===== config.mk =====
export PLATFORM = sky130hd
export DESIGN_NAME = rf_writeback_stage_flat
export DESIGN_NICKNAME = d
export VERILOG_FILES = /design/src/rtl/rf_writeback_stage_if.sv /design/src/rtl/rf_writeback_stage.sv /design/src/flat_wrapper.sv
export SDC_FILE = /design/constraint.sdc
export NUM_CORES = 1
export LEC_CHECK = 0
export BUFFER_PORTS_ARGS = -buffer_cell sky130_fd_sc_hd__buf_2
export CORE_MARGIN = 5
export CORE_UTILIZATION = 43
export CTS_BUF_LIST = sky130_fd_sc_hd__clkbuf_16
export CTS_CLUSTER_SIZE = 20
export DETAILED_ROUTE_END_ITERATION = 16
export PLACE_DENSITY = 0.84
export SETUP_SLACK_MARGIN = 0.4
export SLEW_MARGIN = 10
export SYNTH_ARGS = -nofsm -noshare
export SYNTH_HDL_FRONTEND = slang
export SYNTH_SLANG_ARGS = --single-unit

===== constraint.sdc =====
create_clock -name clk -period 1.4 [get_ports clk]
set_clock_uncertainty 0.1 [all_clocks]
set_input_delay 0.14 -clock clk [delete_from_list [all_inputs] [get_ports clk]]
set_output_delay 0.14 -clock clk [all_outputs]
set_load 0.1 [all_outputs]

===== src/rtl/rf_writeback_stage_if.sv =====
// Writeback-stage bundle: retiring-instruction handshake, dmem load return,
// and the RF write port with its decode-stage bypass copy.
interface rf_writeback_stage_if #(
    parameter int DW = 64
);
    logic          in_valid;
    logic          in_ready;
    logic          in_wrEn;
    logic          in_isLoad;
    logic [4:0]    in_rD;
    logic [2:0]    in_ppp;
    logic [0:DW-1] in_alu;
    logic          dmem_valid;
    logic [0:DW-1] dmem_dout;
    logic          wrEn;
    logic [4:0]    rD;
    logic [2:0]    ppp;
    logic [0:DW-1] d_in;
    logic          fwd_valid;
    logic          err_ppp;
    logic          ld_timeout;

    modport master (
        output in_valid, in_wrEn, in_isLoad, in_rD, in_ppp, in_alu,
        output dmem_valid, dmem_dout,
        input  in_ready, wrEn, rD, ppp, d_in, fwd_valid, err_ppp, ld_timeout
    );

    modport slave (
        input  in_valid, in_wrEn, in_isLoad, in_rD, in_ppp, in_alu,
        input  dmem_valid, dmem_dout,
        output in_ready, wrEn, rD, ppp, d_in, fwd_valid, err_ppp, ld_timeout
    );
endinterface


===== src/rtl/rf_writeback_stage.sv =====
// Writeback stage feeding the 32x64 RF write port: ALU results pass with one cycle
// of latency, loads park in WAIT_LOAD until dmem answers or the timeout expires.
//
// state     | meaning
// ----------+-----------------------------------------------------------
// IDLE      | accepting instructions; ALU writes issue the next cycle
// WAIT_LOAD | load outstanding; upstream stalled, counter running
module rf_writeback_stage #(
    parameter int LOAD_TIMEOUT = 16,
    parameter int DW           = 64
) (
    input logic               clk,
    input logic               reset,
    rf_writeback_stage_if.slave bus
);
    localparam int CW = (LOAD_TIMEOUT > 2) ? $clog2(LOAD_TIMEOUT) : 1;
    localparam logic [CW-1:0] CNT_LAST = CW'(LOAD_TIMEOUT - 1);

    typedef enum logic {
        IDLE,
        WAIT_LOAD
    } state_t;

    state_t        state_q, state_d;
    logic [CW-1:0] cnt_q, cnt_d;
    logic          wr_en_q, wr_en_d;
    logic [4:0]    rd_q, rd_d;
    logic [2:0]    ppp_q, ppp_d;
    logic [0:DW-1] d_in_q, d_in_d;
    logic [4:0]    pend_rd_q, pend_rd_d;
    logic [2:0]    pend_ppp_q, pend_ppp_d;
    logic          err_ppp_q, err_ppp_d;
    logic          ld_timeout_q, ld_timeout_d;

    logic          xfer;
    logic          ppp_legal;

    assign xfer      = bus.in_valid && (state_q == IDLE);
    assign ppp_legal = (bus.in_ppp <= 3'd4);

    // Load destination is held aside so rD/ppp on the RF port only change with a write.
    always_comb begin
        state_d      = state_q;
        cnt_d        = cnt_q;
        wr_en_d      = 1'b0;
        rd_d         = rd_q;
        ppp_d        = ppp_q;
        d_in_d       = d_in_q;
        pend_rd_d    = pend_rd_q;
        pend_ppp_d   = pend_ppp_q;
        err_ppp_d    = 1'b0;
        ld_timeout_d = 1'b0;

        unique case (state_q)
            IDLE: begin
                if (xfer && bus.in_wrEn) begin
                    if (!ppp_legal) begin
                        err_ppp_d = 1'b1;
                    end else if (bus.in_isLoad) begin
                        pend_rd_d  = bus.in_rD;
                        pend_ppp_d = bus.in_ppp;
                        cnt_d      = '0;
                        state_d    = WAIT_LOAD;
                    end else begin
                        wr_en_d = 1'b1;
                        rd_d    = bus.in_rD;
                        ppp_d   = bus.in_ppp;
                        d_in_d  = bus.in_alu;
                    end
                end
            end
            WAIT_LOAD: begin
                if (bus.dmem_valid) begin
                    wr_en_d = 1'b1;
                    rd_d    = pend_rd_q;
                    ppp_d   = pend_ppp_q;
                    d_in_d  = bus.dmem_dout;
                    state_d = IDLE;
                end else if (cnt_q == CNT_LAST) begin
                    ld_timeout_d = 1'b1;
                    state_d      = IDLE;
                end else begin
                    cnt_d = cnt_q + CW'(1);
                end
            end
            default: state_d = IDLE;
        endcase
    end

    always_ff @(posedge clk or negedge reset) begin
        if (!reset) begin
            state_q      <= IDLE;
            cnt_q        <= '0;
            wr_en_q      <= 1'b0;
            rd_q         <= '0;
            ppp_q        <= '0;
            d_in_q       <= '0;
            pend_rd_q    <= '0;
            pend_ppp_q   <= '0;
            err_ppp_q    <= 1'b0;
            ld_timeout_q <= 1'b0;
        end else begin
            state_q      <= state_d;
            cnt_q        <= cnt_d;
            wr_en_q      <= wr_en_d;
            rd_q         <= rd_d;
            ppp_q        <= ppp_d;
            d_in_q       <= d_in_d;
            pend_rd_q    <= pend_rd_d;
            pend_ppp_q   <= pend_ppp_d;
            err_ppp_q    <= err_ppp_d;
            ld_timeout_q <= ld_timeout_d;
        end
    end

    assign bus.in_ready   = (state_q == IDLE);
    assign bus.wrEn       = wr_en_q;
    assign bus.fwd_valid  = wr_en_q;
    assign bus.rD         = rd_q;
    assign bus.ppp        = ppp_q;
    assign bus.d_in       = d_in_q;
    assign bus.err_ppp    = err_ppp_q;
    assign bus.ld_timeout = ld_timeout_q;
endmodule

===== src/flat_wrapper.sv =====
// flat-port wrapper written by rule: the top's interface ports become plain ports
module rf_writeback_stage_flat 
#(
    parameter int LOAD_TIMEOUT = 16,
    parameter int DW           = 64
)
  (clk, reset, bus_in_valid, bus_in_wrEn, bus_in_isLoad, bus_in_rD, bus_in_ppp, bus_in_alu, bus_dmem_valid, bus_dmem_dout, bus_in_ready, bus_wrEn, bus_rD, bus_ppp, bus_d_in, bus_fwd_valid, bus_err_ppp, bus_ld_timeout);
  rf_writeback_stage_if #(.DW(DW)) bus_i ();
  input logic clk;
  input logic reset;
  input wire logic [$bits(bus_i.in_valid)-1:0] bus_in_valid;
  input wire logic [$bits(bus_i.in_wrEn)-1:0] bus_in_wrEn;
  input wire logic [$bits(bus_i.in_isLoad)-1:0] bus_in_isLoad;
  input wire logic [$bits(bus_i.in_rD)-1:0] bus_in_rD;
  input wire logic [$bits(bus_i.in_ppp)-1:0] bus_in_ppp;
  input wire logic [$bits(bus_i.in_alu)-1:0] bus_in_alu;
  input wire logic [$bits(bus_i.dmem_valid)-1:0] bus_dmem_valid;
  input wire logic [$bits(bus_i.dmem_dout)-1:0] bus_dmem_dout;
  output wire logic [$bits(bus_i.in_ready)-1:0] bus_in_ready;
  output wire logic [$bits(bus_i.wrEn)-1:0] bus_wrEn;
  output wire logic [$bits(bus_i.rD)-1:0] bus_rD;
  output wire logic [$bits(bus_i.ppp)-1:0] bus_ppp;
  output wire logic [$bits(bus_i.d_in)-1:0] bus_d_in;
  output wire logic [$bits(bus_i.fwd_valid)-1:0] bus_fwd_valid;
  output wire logic [$bits(bus_i.err_ppp)-1:0] bus_err_ppp;
  output wire logic [$bits(bus_i.ld_timeout)-1:0] bus_ld_timeout;
  assign bus_i.in_valid = bus_in_valid;
  assign bus_i.in_wrEn = bus_in_wrEn;
  assign bus_i.in_isLoad = bus_in_isLoad;
  assign bus_i.in_rD = bus_in_rD;
  assign bus_i.in_ppp = bus_in_ppp;
  assign bus_i.in_alu = bus_in_alu;
  assign bus_i.dmem_valid = bus_dmem_valid;
  assign bus_i.dmem_dout = bus_dmem_dout;
  assign bus_in_ready = bus_i.in_ready;
  assign bus_wrEn = bus_i.wrEn;
  assign bus_rD = bus_i.rD;
  assign bus_ppp = bus_i.ppp;
  assign bus_d_in = bus_i.d_in;
  assign bus_fwd_valid = bus_i.fwd_valid;
  assign bus_err_ppp = bus_i.err_ppp;
  assign bus_ld_timeout = bus_i.ld_timeout;
  rf_writeback_stage #(.LOAD_TIMEOUT(LOAD_TIMEOUT), .DW(DW)) u_core (.clk(clk), .reset(reset), .bus(bus_i));
endmodule

## After elaboration in Yosys (flattened, before gate mapping)

Cells that the tools add are included.

| cells by class | value |
|---|---|
| add/sub/neg operators | 1 |
| multiply operators | 0 |
| divide/modulo/power cells | 0 |
| order comparisons | 1 |
| equal/unequal tests | 8 |
| shift-type cells | 0 |
| mux-type cells | 38 |
| bitwise gates (word level) | 1 |
| reductions and logical operators | 5 |

Operators with widths:

| operator | number |
|---|---|
| $mux W64 | 4 |
| $pmux W64 S2 | 1 |
| $mux W4 | 5 |
| $mux W5 | 4 |
| $mux W1 | 15 |
| $mux W3 | 4 |
| $ne A2 B2 Y1 const B | 5 |
| $pmux W5 S2 | 1 |
| $pmux W4 S2 | 1 |
| $reduce_and A4 Y1 | 2 |
| $pmux W3 S2 | 1 |
| $reduce_and A5 Y1 | 1 |
| $add A4 B1 Y4 const B | 1 |
| $eq A4 B4 Y1 const B | 1 |
| $ne A2 B1 Y1 const B | 2 |
| $pmux W1 S2 | 2 |
| $le A3 B3 Y1 const B | 1 |
| $logic_and A1 B1 Y1 | 2 |
| $not A1 Y1 | 1 |

| storage, ports and cells | value |
|---|---|
| flip-flop bits (word level) | 88 |
| bits in latches | 0 |
| bits in writable memories | 0 |
| ROM bits | 0 |
| input bits | 142 |
| output and inout port bits | 77 |
| memories kept | 0 |

## Longest topological paths before layout

| depth | value |
|---|---|
| depth in word-level cells | 5 |
| depth in mapped cells | 6 |

## Worst setup path before layout

OpenSTA, ideal clock, no wires.

| timing | value |
|---|---|
| path type | flip-flop to flip-flop |
| from | register u_core.state_q |
| to | register u_core.d_in_q (netlist bit u_core.bus.d_in[10]) |
| arrival time | 2.057 ns |
| data required time | 1.213 ns |
| slack | -0.843 ns |
| cell stages (with the launch flop) | 7 |
| buffers on the path | 3 |
| period minus slack after synthesis | 2.243 ns |
| path through | dfrtp_1 > buf_2 > inv_1 > buf_2 > buf_1 > nand4_1 > o211ai_1 |

| on the way | value |
|---|---|
| cells in the longest elaborated chain, start to end | 5 |
| elaborated cells between the ends (all ways) | 9 |
| classes of those cells | eq/ne: 4; mux: 1; bitwise: 1; reduce/logical: 3 |

Ends and longest elaborated chain:

| what | line | text |
|---|---|---|
| start: declaration | rf_writeback_stage.sv:24 | `state_t state_q, state_d;` |
| start signal: assignment | rf_writeback_stage.sv:103 | `state_q <= state_d;` |
| $not A1 Y1 (no line) (*) | - |  |
| net bus_in_ready | flat_wrapper.sv:19 | `output wire logic [$bits(bus_i.in_ready)-1:0] bus_in_ready;` |
| $logic_and A1 B1 Y1 | rf_writeback_stage.sv:38 | `assign xfer = bus.in_valid && (state_q == IDLE);` |
| $logic_and A1 B1 Y1 | rf_writeback_stage.sv:56 | `if (xfer && bus.in_wrEn) begin` |
| $ne A2 B1 Y1 (no line) | - |  |
| $reduce_and A4 Y1 (no line) | - |  |
| end signal: assignment | rf_writeback_stage.sv:108 | `d_in_q <= d_in_d;` |
| end: declaration | rf_writeback_stage.sv:29 | `logic [0:DW-1] d_in_q, d_in_d;` |

The timed path passes the listed nets; every way through them passes the cells marked *.
A chain may end at the register's enable or synchronous reset.

## Worst setup path after layout

| timing | value |
|---|---|
| from | register u_core.state_q |
| to | register u_core.d_in_q (netlist bit u_core.bus.d_in[61]) |

| on the way | value |
|---|---|
| cells in the longest elaborated chain, start to end | 5 |
| elaborated cells between the ends (all ways) | 9 |
| classes of those cells | eq/ne: 4; mux: 1; bitwise: 1; reduce/logical: 3 |

Ends and longest elaborated chain:

| what | line |
|---|---|
| $not A1 Y1 (no line) | - |
| $logic_and A1 B1 Y1 | rf_writeback_stage.sv:38 |
| $logic_and A1 B1 Y1 | rf_writeback_stage.sv:56 |
| $ne A2 B1 Y1 (no line) | - |
| $reduce_and A4 Y1 (no line) | - |

Parallel ways exist; a longest one is shown, timed or not.

==> impl_metrics.csv <==
group,metric,value,unit
power,p_per_area,1776,mW/mm^2
clock_tree,cts_buffers,9,
outcome,failed_checks,"hold timing, setup timing",
yosys,syn_area_per_cell,9.818,sq um
setup_path,cp-start-kind,"flip-flop",
yosys,synth_warnings,0,
route,wl_met1,8801,um
yosys,synth_area_leaders,"dfrtp_1 47%, a22oi_1 11%, o211ai_1 11%",
timing,worst_pin_slew,0.4611,ns
yosys,synth_cell_types,35,
timing,relSlewSlack,69.26,%
power,p_leak,4.092,nW
yosys,synth_cells,477,
timing,fin_crit_sh,126.9,%
place,hpwl,10810,um
min_path,hp-class,"in2reg",
setup_path,end_kind,"flip-flop",
floorplan,ioPinCount,219,
cells_and_area,nFillCells,367,
cells_and_area,drive_gt1_share,59.79,%
route,detail-route-antenna-nets,0,
yosys,synth_top_cell_by_area,"dfrtp_1",
route,wl_met2,13030,um
route,routed_wl,26570,um
timing,hold_viol_final,2,
yosys,syn_area,0.004683,sq mm
timing,slew_viol_final,0,
cells_and_area,area_delta_synth_final,110.1,%
route,drc,0,
clock_tree,htreeDepth,3,
timing,whs,-0.006775,ns
setup_path,critPathArrivalTime,1.84,ns
grt,grt_pass1_vias,6661,
clock_tree,cts_tree,"yes",
yosys,synth.net_count,620,
floorplan,core-area,0.01075,sq mm
cells_and_area,final_cell_mix,"140 x buf_2, 101 x dlygate4sd3_1, 91 x buf_12",
clock_tree,clk_pin_slew,0.07,ns
place,placed_area,0.006385,sq mm
setup_path,worstSetupPathType,"reg2reg",
route,drt_iter0_drc,1025,
route,wl_per_cell,26.13,um
floorplan,start_util,43.58,%
route,top_layer_used,"met4",
cells_and_area,mostFrequentLayoutCell,"buf_2",
clock_tree,clkLatencyLatePin,0.34,ns
floorplan,die_h,114.4,um
cells_and_area,final_core_util,91.57,%
timing,setup_tns,-6.927,ns
route,dr_wl_met3,2683,um
floorplan,num_rows,38,
setup_path,path_max_fanout,8,
timing,fmax,563.0,MHz
cells_and_area,final_net_count,1011,
timing,final.min_clock_period,1.776,ns
power,ir_worst_vdd,0.001309,V
cells_and_area,multiInputGateArea,0.002621,sq mm
clock_tree,cts_max_path_buffers,2,
route,vias_per_cell,6.619,
floorplan,die_x,114.4,um
route,dr.pass1.iters,6,
clock_tree,cts_root_buf,"clkbuf_16",
route,num_vias,6732,
cells_and_area,final_area,0.009839,sq mm
timing,setup_viol,83,
grt,track_usage,35.77,%
grt,antenna_found_initial,2,
cells_and_area,regArea,0.002302,sq mm
job,maxCapViolCount,0,
grt,grt_max_degree,89,
clock_tree,cts.sinks,88,
timing,rsz0062_at_grt,"yes",
yosys,synth_top_area_share,47.02,%
grt,grt_overflow,0,
grt,grt_pass1_wl,36500,um
outcome,outcome,"complete, but fails checks",
floorplan,die_area,0.01308,sq mm
setup_path,crit_required,1.46,ns
yosys,ys_seq_area_share,47.02,%
yosys,synth_seq_cells,88,
place,io_buffer_count,218,
place,gp_congestion,0.8298,
timing,setup_ws,-0.3762,ns
==> metrics by stage <==
step / total power [mW] / setup WS [ns] / std cells
6_report: 17.47 / -0.3762 / 1017
5_1_grt: 17.88 / -0.4370 / 1015
4_1_cts: 16.53 / -0.06753 / 994
3_5_place_dp: 11.13 / -0.08012 / 810
3_3_place_gp: 11.01 / -0.02686 / 810
2_1_floorplan: 9.575 / 0.01308 / 477
==> synthesized netlist by cell type <==
cell type and number:
nor2b_1 2, clkbuf_1 22, a21o_2 1, and2_1 1, o21ai_0 2, ha_1 1, a22oi_1 71, nand3b_1 1
dfrtp_1 88, and3_1 1, o221ai_1 2, inv_1 2, nand2b_1 1, nor3_4 2, o211ai_2 6, buf_4 1
o21a_4 1, o21ai_2 1, o211ai_1 67, nand3_1 2, a21oi_1 2, buf_1 5, buf_2 21, buf_6 7
o31ai_1 1, o311ai_0 1, a222oi_1 1, o32ai_1 1, nor2_1 2, nand4_1 71, nor3_1 3, mux2_2 9
or2_2 2, nand2_1 75, and3b_1 1
==> worst max-delay path, cell delays in order (launching register included) <==
cell      delay (ns)
dfrtp_2         0.42
buf_6           0.15
and2_4          0.20
buf_12          0.17
a22oi_1         0.30
o211ai_1        0.25
==> where the power goes <==
group | internal, mW | total (mW) | switching (mW)
sequential | 3.37 | 4.26 | 0.891
combinational | 4.28 | 11.0 | 6.73
clock | 1.17 | 2.21 | 1.04
total | 8.82 | 17.5 | 8.65
==> final cells by class <==
class | count | share of cell area (%)
Antenna cell | 4 | 0.1017
Timing Repair Buffer | 435 | 45.32
Clock inverter | 7 | 0.3179
Sequential cell | 88 | 23.40
Clock buffer | 9 | 2.289
Inverter | 2 | 0.1526
Tap cell | 140 | 1.780
Multi-Input combinational cell | 332 | 26.64
==> registers in the layout (all words and copies together) (netlist names) <==
| signal | cells |
|---|---|
| u_core.bus.ld_timeout | 1 |
| u_core.bus.err_ppp | 1 |
| u_core.state_q | 1 |
| u_core.pend_ppp_q | 3 |
| u_core.pend_rd_q | 5 |
| u_core.bus.ppp | 3 |
| u_core.bus.d_in | 64 |
| u_core.bus.rD | 5 |
| u_core.bus.fwd_valid | 1 |
| u_core.cnt_q | 4 |
==> logic make-up after synthesis <==
| family | after synthesis | share of synthesized area [%] |
|---|---|---|
| AOI/OAI and AO/OA | 157 | 25.97 |
| muxes | 9 | 2.164 |
| adders and majority gates | 1 | 0.2671 |
| and+or+nand+nor | 164 | 18.17 |
| buffers and inverters | 58 | 6.412 |
| DFF | 88 | 47.02 |
==> layer usage <==
layer	up-vias	GRT usage, %
met5	-	0
met1	3202	40.96
met3	208	7.400
li1	2671	-
met4	0	23.28
met2	651	60.46
==> worst paths after layout <==
path,startpoint,endpoint,slack [ns],depth (start not counted)
setup reg to reg,u_core.state_q,u_core.bus.d_in[61],-0.38,5
hold / removal,bus_in_alu[41],u_core.bus.d_in[22],-0.007,3
hold reg to reg,u_core.pend_ppp_q[2],u_core.pend_ppp_q[2],0.44,1
setup / recovery,u_core.state_q,u_core.bus.d_in[61],-0.38,5
max in group asynchronous,reset,u_core.bus.fwd_valid,0.53,3
min in group asynchronous,reset,u_core.bus.rD[4],0.27,3
==> what timing repair did <==
| item | 4_1_cts | 5_1_grt |
|---|---|---|
| gates resized for setup | 314 | 49 |
| pin swaps | 10 | 43 |
| endpoints found under the setup margin | 165 | 168 |
| gates cloned | 0 | 8 |
| endpoints found under the hold margin | 155 | 0 |
| buffers inserted | 67 | 11 |
| hold buffers | 101 | 0 |
Note: power is estimated with default switching activity, not from simulation.
